<file path="config.mk">
export PLATFORM = sky130hd
export DESIGN_NAME = ula_ctrl_md_flat
export DESIGN_NICKNAME = d
export VERILOG_FILES = /design/src/rtl/ula_pkg.sv /design/src/rtl/ula_ctrl_md_if.sv /design/src/rtl/ula_md_seq.sv /design/src/rtl/ula_ctrl_md.sv /design/src/flat_wrapper.sv
export SDC_FILE = /design/constraint.sdc
export NUM_CORES = 1
export LEC_CHECK = 0
export BUFFER_PORTS_ARGS = -buffer_cell sky130_fd_sc_hd__buf_2
export CAP_MARGIN = 30
export CELL_PAD_IN_SITES_DETAIL_PLACEMENT = 2
export CELL_PAD_IN_SITES_GLOBAL_PLACEMENT = 2
export CORE_MARGIN = 2
export CORE_UTILIZATION = 37
export CTS_BUF_LIST = sky130_fd_sc_hd__clkbuf_8
export DETAILED_ROUTE_END_ITERATION = 10
export PLACE_DENSITY_LB_ADDON = 0.1
export SYNTH_ARGS = -nofsm -noshare
export SYNTH_HDL_FRONTEND = slang
export SYNTH_SLANG_ARGS = --single-unit
</file>
<file path="constraint.sdc">
create_clock -name clk -period 8.4 [get_ports clk]
set_input_delay 0 -clock clk [delete_from_list [all_inputs] [get_ports clk]]
set_output_delay 0 -clock clk [all_outputs]
set_load 0.1 [all_outputs]
</file>
<file path="src/rtl/ula_pkg.sv">
// Shared constants for the execute-stage ULA controller: ULA op codes, R-type funct codes
// and the multiply/divide sequencer state encoding.
package ula_pkg;

    localparam logic [3:0] AND_OP  = 4'b0000;
    localparam logic [3:0] OR_OP   = 4'b0001;
    localparam logic [3:0] XOR_OP  = 4'b0011;
    localparam logic [3:0] NOR_OP  = 4'b0100;
    localparam logic [3:0] ADD_OP  = 4'b0101;
    localparam logic [3:0] SUB_OP  = 4'b0110;
    localparam logic [3:0] SLTU_OP = 4'b0111;
    localparam logic [3:0] SLT_OP  = 4'b1000;
    localparam logic [3:0] SLL_OP  = 4'b1001;
    localparam logic [3:0] SRL_OP  = 4'b1010;
    localparam logic [3:0] SRA_OP  = 4'b1011;

    localparam logic [5:0] F_SLL   = 6'b000000;
    localparam logic [5:0] F_SRL   = 6'b000010;
    localparam logic [5:0] F_SRA   = 6'b000011;
    localparam logic [5:0] F_SLLV  = 6'b000100;
    localparam logic [5:0] F_SRLV  = 6'b000110;
    localparam logic [5:0] F_SRAV  = 6'b000111;
    localparam logic [5:0] F_MFHI  = 6'b010000;
    localparam logic [5:0] F_MTHI  = 6'b010001;
    localparam logic [5:0] F_MFLO  = 6'b010010;
    localparam logic [5:0] F_MTLO  = 6'b010011;
    localparam logic [5:0] F_MULT  = 6'b011000;
    localparam logic [5:0] F_MULTU = 6'b011001;
    localparam logic [5:0] F_DIV   = 6'b011010;
    localparam logic [5:0] F_DIVU  = 6'b011011;
    localparam logic [5:0] F_ADD   = 6'b100000;
    localparam logic [5:0] F_SUB   = 6'b100010;
    localparam logic [5:0] F_AND   = 6'b100100;
    localparam logic [5:0] F_OR    = 6'b100101;
    localparam logic [5:0] F_XOR   = 6'b100110;
    localparam logic [5:0] F_NOR   = 6'b100111;
    localparam logic [5:0] F_SLT   = 6'b101010;
    localparam logic [5:0] F_SLTU  = 6'b101011;

    typedef enum logic [1:0] {
        IDLE = 2'd0,
        MUL  = 2'd1,
        DIV  = 2'd2,
        FIX  = 2'd3
    } md_state_t;

endpackage

</file>
<file path="src/rtl/ula_ctrl_md_if.sv">
// Execute-stage bundle between decoder/register file (master) and the ULA controller (slave).
interface ula_ctrl_md_if #(
    parameter int WIDTH = 32,
    parameter int OP_W  = 4
);
    logic             valid_i;
    logic [5:0]       func_i;
    logic [WIDTH-1:0] rs_i;
    logic [WIDTH-1:0] rt_i;
    logic [OP_W-1:0]  alu_op_o;
    logic             illegal_o;
    logic             md_sel_o;
    logic [WIDTH-1:0] md_result_o;
    logic             stall_o;
    logic             busy_o;
    logic [WIDTH-1:0] hi_o;
    logic [WIDTH-1:0] lo_o;

    modport master (
        output valid_i, func_i, rs_i, rt_i,
        input  alu_op_o, illegal_o, md_sel_o, md_result_o, stall_o, busy_o, hi_o, lo_o
    );

    modport slave (
        input  valid_i, func_i, rs_i, rt_i,
        output alu_op_o, illegal_o, md_sel_o, md_result_o, stall_o, busy_o, hi_o, lo_o
    );
endinterface

</file>
<file path="src/rtl/ula_md_seq.sv">
// Iterative multiply/divide sequencer owning HI/LO; ULA_MD_EARLY_OUT_EN enables multiply early-out.
// Latency: WIDTH+1 cycles from acceptance to HI/LO write (shorter multiplies with early-out).
// Backpressure: start is honoured only in IDLE; busy tells the caller to hold MD instructions.
module ula_md_seq
    import ula_pkg::*;
#(
    parameter int WIDTH = 32,
    parameter int CNT_W = $clog2(WIDTH)
) (
    input  logic             clk,
    input  logic             rst,
    input  logic             start,
    input  logic             is_div,
    input  logic             is_sgn,
    input  logic [WIDTH-1:0] rs,
    input  logic [WIDTH-1:0] rt,
    input  logic             wr_hi,
    input  logic             wr_lo,
    input  logic [WIDTH-1:0] wdat,
    output logic             busy,
    output logic [WIDTH-1:0] hi,
    output logic [WIDTH-1:0] lo
);

    md_state_t          st;
    logic [CNT_W-1:0]   cnt;
    logic [2*WIDTH-1:0] acc;
    logic [2*WIDTH-1:0] opa;
    logic [WIDTH-1:0]   opb;
    logic               neg_x;
    logic               neg_r;
    logic               div0;
    logic               op_div;

    logic               rs_neg, rt_neg;
    logic [WIDTH-1:0]   rs_mag, rt_mag;
    logic               last, mul_done;
    logic [WIDTH:0]     rem_sh, rem_diff;
    logic               ge;
    logic [WIDTH-1:0]   rem_nx;
    logic [2*WIDTH-1:0] prod_fx;
    logic [WIDTH-1:0]   quo_fx, rem_fx;

    always_comb begin
        rs_neg = is_sgn & rs[WIDTH-1];
        rt_neg = is_sgn & rt[WIDTH-1];
        rs_mag = rs_neg ? -rs : rs;
        rt_mag = rt_neg ? -rt : rt;
        last   = (cnt == CNT_W'(WIDTH-1));
`ifdef ULA_MD_EARLY_OUT_EN
        mul_done = last | (opb[WIDTH-1:1] == '0);
`else
        mul_done = last;
`endif
        // Restoring step: shift next dividend bit into the partial remainder and trial-subtract.
        rem_sh   = acc[2*WIDTH-1:WIDTH-1];
        rem_diff = rem_sh - {1'b0, opb};
        ge       = (rem_sh >= {1'b0, opb});
        rem_nx   = ge ? rem_diff[WIDTH-1:0] : rem_sh[WIDTH-1:0];

        prod_fx = neg_x ? -acc : acc;
        quo_fx  = div0 ? '1 : (neg_x ? -acc[WIDTH-1:0] : acc[WIDTH-1:0]);
        rem_fx  = neg_r ? -acc[2*WIDTH-1:WIDTH] : acc[2*WIDTH-1:WIDTH];
    end

    assign busy = (st != IDLE);

    always_ff @(posedge clk or posedge rst) begin
        if (rst) begin
            st     <= IDLE;
            cnt    <= '0;
            acc    <= '0;
            opa    <= '0;
            opb    <= '0;
            neg_x  <= 1'b0;
            neg_r  <= 1'b0;
            div0   <= 1'b0;
            op_div <= 1'b0;
            hi     <= '0;
            lo     <= '0;
        end else begin
            case (st)
                IDLE: begin
                    if (start) begin
                        opb    <= rt_mag;
                        opa    <= {{WIDTH{1'b0}}, rs_mag};
                        acc    <= is_div ? {{WIDTH{1'b0}}, rs_mag} : '0;
                        neg_x  <= rs_neg ^ rt_neg;
                        neg_r  <= rs_neg;
                        div0   <= (rt == '0);
                        op_div <= is_div;
                        cnt    <= '0;
                        st     <= is_div ? DIV : MUL;
                    end else begin
                        if (wr_hi) hi <= wdat;
                        if (wr_lo) lo <= wdat;
                    end
                end
                MUL: begin
                    if (opb[0]) acc <= acc + opa;
                    opa <= opa << 1;
                    opb <= opb >> 1;
                    cnt <= cnt + 1'b1;
                    if (mul_done) st <= FIX;
                end
                DIV: begin
                    acc <= {rem_nx, acc[WIDTH-2:0], ge};
                    cnt <= cnt + 1'b1;
                    if (last) st <= FIX;
                end
                FIX: begin
                    if (op_div) begin
                        hi <= rem_fx;
                        lo <= quo_fx;
                    end else begin
                        hi <= prod_fx[2*WIDTH-1:WIDTH];
                        lo <= prod_fx[WIDTH-1:0];
                    end
                    st <= IDLE;
                end
                default: st <= IDLE;
            endcase
        end
    end

endmodule

</file>
<file path="src/rtl/ula_ctrl_md.sv">
// R-type funct decoder to ULA op code plus mult/div/mfhi/mflo/mthi/mtlo handling (ULA_MD_EARLY_OUT_EN in ula_md_seq).
// Latency: decode combinational; multiply/divide results land in HI/LO WIDTH+1 cycles after acceptance.
// Backpressure: stall_o holds any MD instruction while the sequencer is busy; other functs never stall.
module ula_ctrl_md
    import ula_pkg::*;
#(
    parameter int WIDTH = 32,
    parameter int OP_W  = 4,
    parameter int CNT_W = $clog2(WIDTH)
) (
    input  logic         clk,
    input  logic         rst,
    ula_ctrl_md_if.slave bus
);

    logic [3:0] op;
    logic       alu_fn, md_fn;
    logic       f_mfhi, f_mflo, f_mthi, f_mtlo, f_mul, f_div, f_sgn;
    logic       busy, issue;
    logic [WIDTH-1:0] hi, lo;

    always_comb begin
        op     = AND_OP;
        alu_fn = 1'b0;
        md_fn  = 1'b0;
        case (bus.func_i)
            F_ADD:            begin op = ADD_OP;  alu_fn = 1'b1; end
            F_SUB:            begin op = SUB_OP;  alu_fn = 1'b1; end
            F_AND:            begin op = AND_OP;  alu_fn = 1'b1; end
            F_OR:             begin op = OR_OP;   alu_fn = 1'b1; end
            F_XOR:            begin op = XOR_OP;  alu_fn = 1'b1; end
            F_NOR:            begin op = NOR_OP;  alu_fn = 1'b1; end
            F_SLT:            begin op = SLT_OP;  alu_fn = 1'b1; end
            F_SLTU:           begin op = SLTU_OP; alu_fn = 1'b1; end
            F_SLL, F_SLLV:    begin op = SLL_OP;  alu_fn = 1'b1; end
            F_SRL, F_SRLV:    begin op = SRL_OP;  alu_fn = 1'b1; end
            F_SRA, F_SRAV:    begin op = SRA_OP;  alu_fn = 1'b1; end
            F_MFHI, F_MTHI, F_MFLO, F_MTLO,
            F_MULT, F_MULTU, F_DIV, F_DIVU: md_fn = 1'b1;
            default: ;
        endcase
    end

    assign f_mfhi = (bus.func_i == F_MFHI);
    assign f_mflo = (bus.func_i == F_MFLO);
    assign f_mthi = (bus.func_i == F_MTHI);
    assign f_mtlo = (bus.func_i == F_MTLO);
    assign f_mul  = (bus.func_i == F_MULT) | (bus.func_i == F_MULTU);
    assign f_div  = (bus.func_i == F_DIV)  | (bus.func_i == F_DIVU);
    assign f_sgn  = (bus.func_i == F_MULT) | (bus.func_i == F_DIV);

    // MD instructions only take effect when the sequencer is idle; otherwise they are held.
    assign issue = bus.valid_i & ~busy;

    ula_md_seq #(.WIDTH(WIDTH), .CNT_W(CNT_W)) u_seq (
        .clk    (clk),
        .rst    (rst),
        .start  (issue & (f_mul | f_div)),
        .is_div (f_div),
        .is_sgn (f_sgn),
        .rs     (bus.rs_i),
        .rt     (bus.rt_i),
        .wr_hi  (issue & f_mthi),
        .wr_lo  (issue & f_mtlo),
        .wdat   (bus.rs_i),
        .busy   (busy),
        .hi     (hi),
        .lo     (lo)
    );

    assign bus.alu_op_o    = OP_W'(op);
    assign bus.illegal_o   = bus.valid_i & ~alu_fn & ~md_fn;
    assign bus.stall_o     = bus.valid_i & md_fn & busy;
    assign bus.busy_o      = busy;
    assign bus.md_sel_o    = issue & (f_mfhi | f_mflo);
    assign bus.md_result_o = (issue & f_mfhi) ? hi : ((issue & f_mflo) ? lo : '0);
    assign bus.hi_o        = hi;
    assign bus.lo_o        = lo;

endmodule
</file>
<file path="src/flat_wrapper.sv">
// flat-port wrapper written by rule: the top's interface ports become plain ports
module ula_ctrl_md_flat import ula_pkg::*;
#(
    parameter int WIDTH = 32,
    parameter int OP_W  = 4,
    parameter int CNT_W = $clog2(WIDTH)
)
  (clk, rst, bus_valid_i, bus_func_i, bus_rs_i, bus_rt_i, bus_alu_op_o, bus_illegal_o, bus_md_sel_o, bus_md_result_o, bus_stall_o, bus_busy_o, bus_hi_o, bus_lo_o);
  ula_ctrl_md_if #(.WIDTH(WIDTH), .OP_W(OP_W)) bus_i ();
  input  logic clk;
  input  logic rst;
  input wire logic [$bits(bus_i.valid_i)-1:0] bus_valid_i;
  input wire logic [$bits(bus_i.func_i)-1:0] bus_func_i;
  input wire logic [$bits(bus_i.rs_i)-1:0] bus_rs_i;
  input wire logic [$bits(bus_i.rt_i)-1:0] bus_rt_i;
  output wire logic [$bits(bus_i.alu_op_o)-1:0] bus_alu_op_o;
  output wire logic [$bits(bus_i.illegal_o)-1:0] bus_illegal_o;
  output wire logic [$bits(bus_i.md_sel_o)-1:0] bus_md_sel_o;
  output wire logic [$bits(bus_i.md_result_o)-1:0] bus_md_result_o;
  output wire logic [$bits(bus_i.stall_o)-1:0] bus_stall_o;
  output wire logic [$bits(bus_i.busy_o)-1:0] bus_busy_o;
  output wire logic [$bits(bus_i.hi_o)-1:0] bus_hi_o;
  output wire logic [$bits(bus_i.lo_o)-1:0] bus_lo_o;
  assign bus_i.valid_i = bus_valid_i;
  assign bus_i.func_i = bus_func_i;
  assign bus_i.rs_i = bus_rs_i;
  assign bus_i.rt_i = bus_rt_i;
  assign bus_alu_op_o = bus_i.alu_op_o;
  assign bus_illegal_o = bus_i.illegal_o;
  assign bus_md_sel_o = bus_i.md_sel_o;
  assign bus_md_result_o = bus_i.md_result_o;
  assign bus_stall_o = bus_i.stall_o;
  assign bus_busy_o = bus_i.busy_o;
  assign bus_hi_o = bus_i.hi_o;
  assign bus_lo_o = bus_i.lo_o;
  ula_ctrl_md #(.WIDTH(WIDTH), .OP_W(OP_W), .CNT_W(CNT_W)) u_core (.clk(clk), .rst(rst), .bus(bus_i));
endmodule
</file>
==> metrics.txt <==
outcome completed; remaining antenna violation count 0; Slew Viols, Final 0; Setup Crit Path Kind register to register; unrepaired setup endpoints after global routing false; Hold Crit Class primary input to register; Max-cap violations 0; Crit path max-delay family simple AND/OR/NAND/NOR gates; top post-synthesis cells by area dfrtp_1, ha_1, o21ai_0; Post-synth EDFFs 0; Yosys warning count 0; fmax 0.218 GHz; critical path cell sequence inv_1 > ha_1 > nand4_1 > nand2_1 > nand3_1 > nor2_1 > and2_1 > a222oi_1 > and2_1 > nand3_1; setup violators final 0; Post-Syn Area 19700 um2; Crit path depth 10; Final HPWL DP 67400 um; DR DRC count 0; Layout area overhead 16.4%; count of input and output buffers 176; vias per cell 6.10; Initial Util 37.5%; WL final 91100 um; CTS Buffer Depth 3; Hold EP u_core.u_seq.neg_r; Total Routing Usage GR 32.4%; Yosys top cell area share 29.8%; Critical Path End Type register; asr flop ratio synth 100%; clk sink count 235; slowest CP cell nor2_1; minimum clock period 4.58 ns; post-route insts no fill 3368; Clk Latency, worst-skew pair 0.67 ns; Placed Cells 3204; I/O pin total 177; CTS tree done; routability cong. 0.907; Max stage delay on crit path 0.92 ns; RR Endpoint u_core.u_seq.acc[57]; synthesized area per cell 8.01 um2; Cell Rows 84; P per Cell Area 421 nW/um2; layout cells sized above 1 12.5%; root buffer cell clkbuf_8; Post-Route Setup TNS 0 ns; number of global-route vias before repair 22400; Leak Pwr 10.3 nW; Synth Instances 2463; initial antenna violation count 0; first drt pass iteration count 5; CTS clk-pin slew, worst paths 0.07 ns; CP max FO 18; critical path launch point type register; setup bufs post-CTS 0; Hold Startpoint bus_func_i[3]; first-pass GRT wire length 140000 um; CTS buffer count 49; DIE WIDTH 235 um; per-cell routed wire length 27.1 um; Iter 0 DRT Violations 1351; Slew Limit Headroom 38.5%; worst slew pin tran 0.923 ns; Yosys reg bits 235; R2R Path Start u_core.u_seq.st[1]; final number of hold-violating endpoints 0; cell count of the worst reg-to-reg path 10; most frequent cells in the layout nand2_1, o21ai_0, dfrtp_1, nor2_1, a21oi_1; WHS Path Cells 4; Final Util 43.6%; DIE AREA 55200 um2; Net Count, Synth 2644; clk_skew 0.0495 ns; Main synth FF type dfrtp_1; FF-to-FF setup slack 3.82 ns; Peak supply drop 0.000265 V; core area 52700 um2; WP data arrival 5.17 ns; register area share after synthesis 29.8%; Yosys top cell by area dfrtp_1; H-tree lvl count 2; Synth cell types 97; critical path buffer and inverter count 1; commonest non-fill, non-tap cell in the layout nand2_1; Nets 2826; largest net degree at the start of global routing 111; Chip Height 235 um; grt total ovfl 0; CP required 8.99 ns; vias 20600; final cycle utilization of the critical path 54.5%
[synth_stat cells, types with 15 or more instances]
cell type,instances
and3_1,18
xor2_1,83
nand2_1,288
o21a_1,18
o31ai_1,26
clkbuf_1,119
dfrtp_1,235
a22o_1,37
or3_1,23
a21oi_1,205
inv_1,71
o21ai_0,264
xnor2_1,123
nor2_1,214
ha_1,106
o22ai_1,39
nand3_1,36
nand4_1,26
mux2i_1,86
a211oi_1,15
buf_1,17
a31oi_1,26
a22oi_1,41
nor3_1,45
o211ai_1,15
a21o_1,38
[worst min-delay path: stages]
cell	delay (ns)
buf_2	0.19
nand2_1	0.14
nor2_1	0.13
o22ai_1	0.17
[sequential cells by signal, summed over array words and instances, names as in the netlist]
register,count
u_core.u_seq.st,2
u_core.u_seq.op_div,1
u_core.u_seq.hi,32
u_core.u_seq.lo,32
u_core.u_seq.div0,1
u_core.u_seq.opb,32
u_core.u_seq.acc,64
u_core.u_seq.neg_r,1
u_core.u_seq.cnt,5
u_core.u_seq.opa,64
u_core.u_seq.neg_x,1
[worst max path at each step]
stage	from	to	slack, ns
2_1_floorplan	rst	u_core.u_seq.acc[0]	1.95
3_3_place_gp	u_core.u_seq.st[0]	u_core.u_seq.acc[57]	4.09
3_5_place_dp	u_core.u_seq.st[0]	u_core.u_seq.acc[57]	3.92
4_1_cts	u_core.u_seq.st[1]	u_core.u_seq.acc[57]	3.87
5_1_grt	u_core.u_seq.st[1]	u_core.u_seq.acc[57]	3.66
6_report	u_core.u_seq.st[1]	u_core.u_seq.acc[57]	3.82
[where the power goes]
group | switching (mW) | leakage (nW) | total (mW) | internal [mW]
Clock | 0.587 | 0.564 | 1.29 | 0.704
Combinational | 4.44 | 6.75 | 6.22 | 1.77
Sequential | 0.586 | 3.04 | 2.15 | 1.56
[routing by layer]
| layer | GRT usage (%) | routed length [um] | share of wire (%) |
|---|---|---|---|
| met5 | 0 | 0 | 0 |
| met4 | 13.9 | 4150 | 4.5 |
| met3 | 4.10 | 3330 | 3.7 |
| met2 | 58.5 | 46600 | 51 |
| met1 | 38.4 | 37100 | 41 |
[repair_timing]
action,in CTS,in global routing
resized for setup,0,0
hold buffers,74,0
hold endpoints to repair,246,0
[cells by family after synthesis]
family | count (synthesis) | share of synthesized area, %
AND/OR/NAND/NOR | 757 | 17.7
multiplexers | 87 | 4.42
AO/OA/AOI/OAI | 852 | 27.5
buffers and inverters | 218 | 4.48
flip-flops | 235 | 29.8
adder cells (fa/ha/maj) | 108 | 6.93
XOR/XNOR | 206 | 9.15
[final cells by class]
class / instances / area [um2]
well taps: 688 / 861
multi-input cells: 2010 / 13000
fillers: 5986 / 29700
repair buffers: 277 / 1920
inverters: 72 / 278
flip-flops and latches: 235 / 5880
diodes: 1 / 2.50
clock inverters: 25 / 169
clock buffers: 60 / 826
[metrics by stage]
stage	power, mW	cell area [um2]	worst slack [ns]	hold WS [ns]
3_3_place_gp	7.97	21100	4.09	0.258
4_1_cts	9.58	22900	3.87	0.00467
2_1_floorplan	6.39	19700	1.95	0.157
6_report	9.66	23000	3.82	0.0553
3_5_place_dp	8.21	21100	3.92	0.258
5_1_grt	10.3	23000	3.66	0.0557
Note: power is estimated with default switching activity, not from simulation.
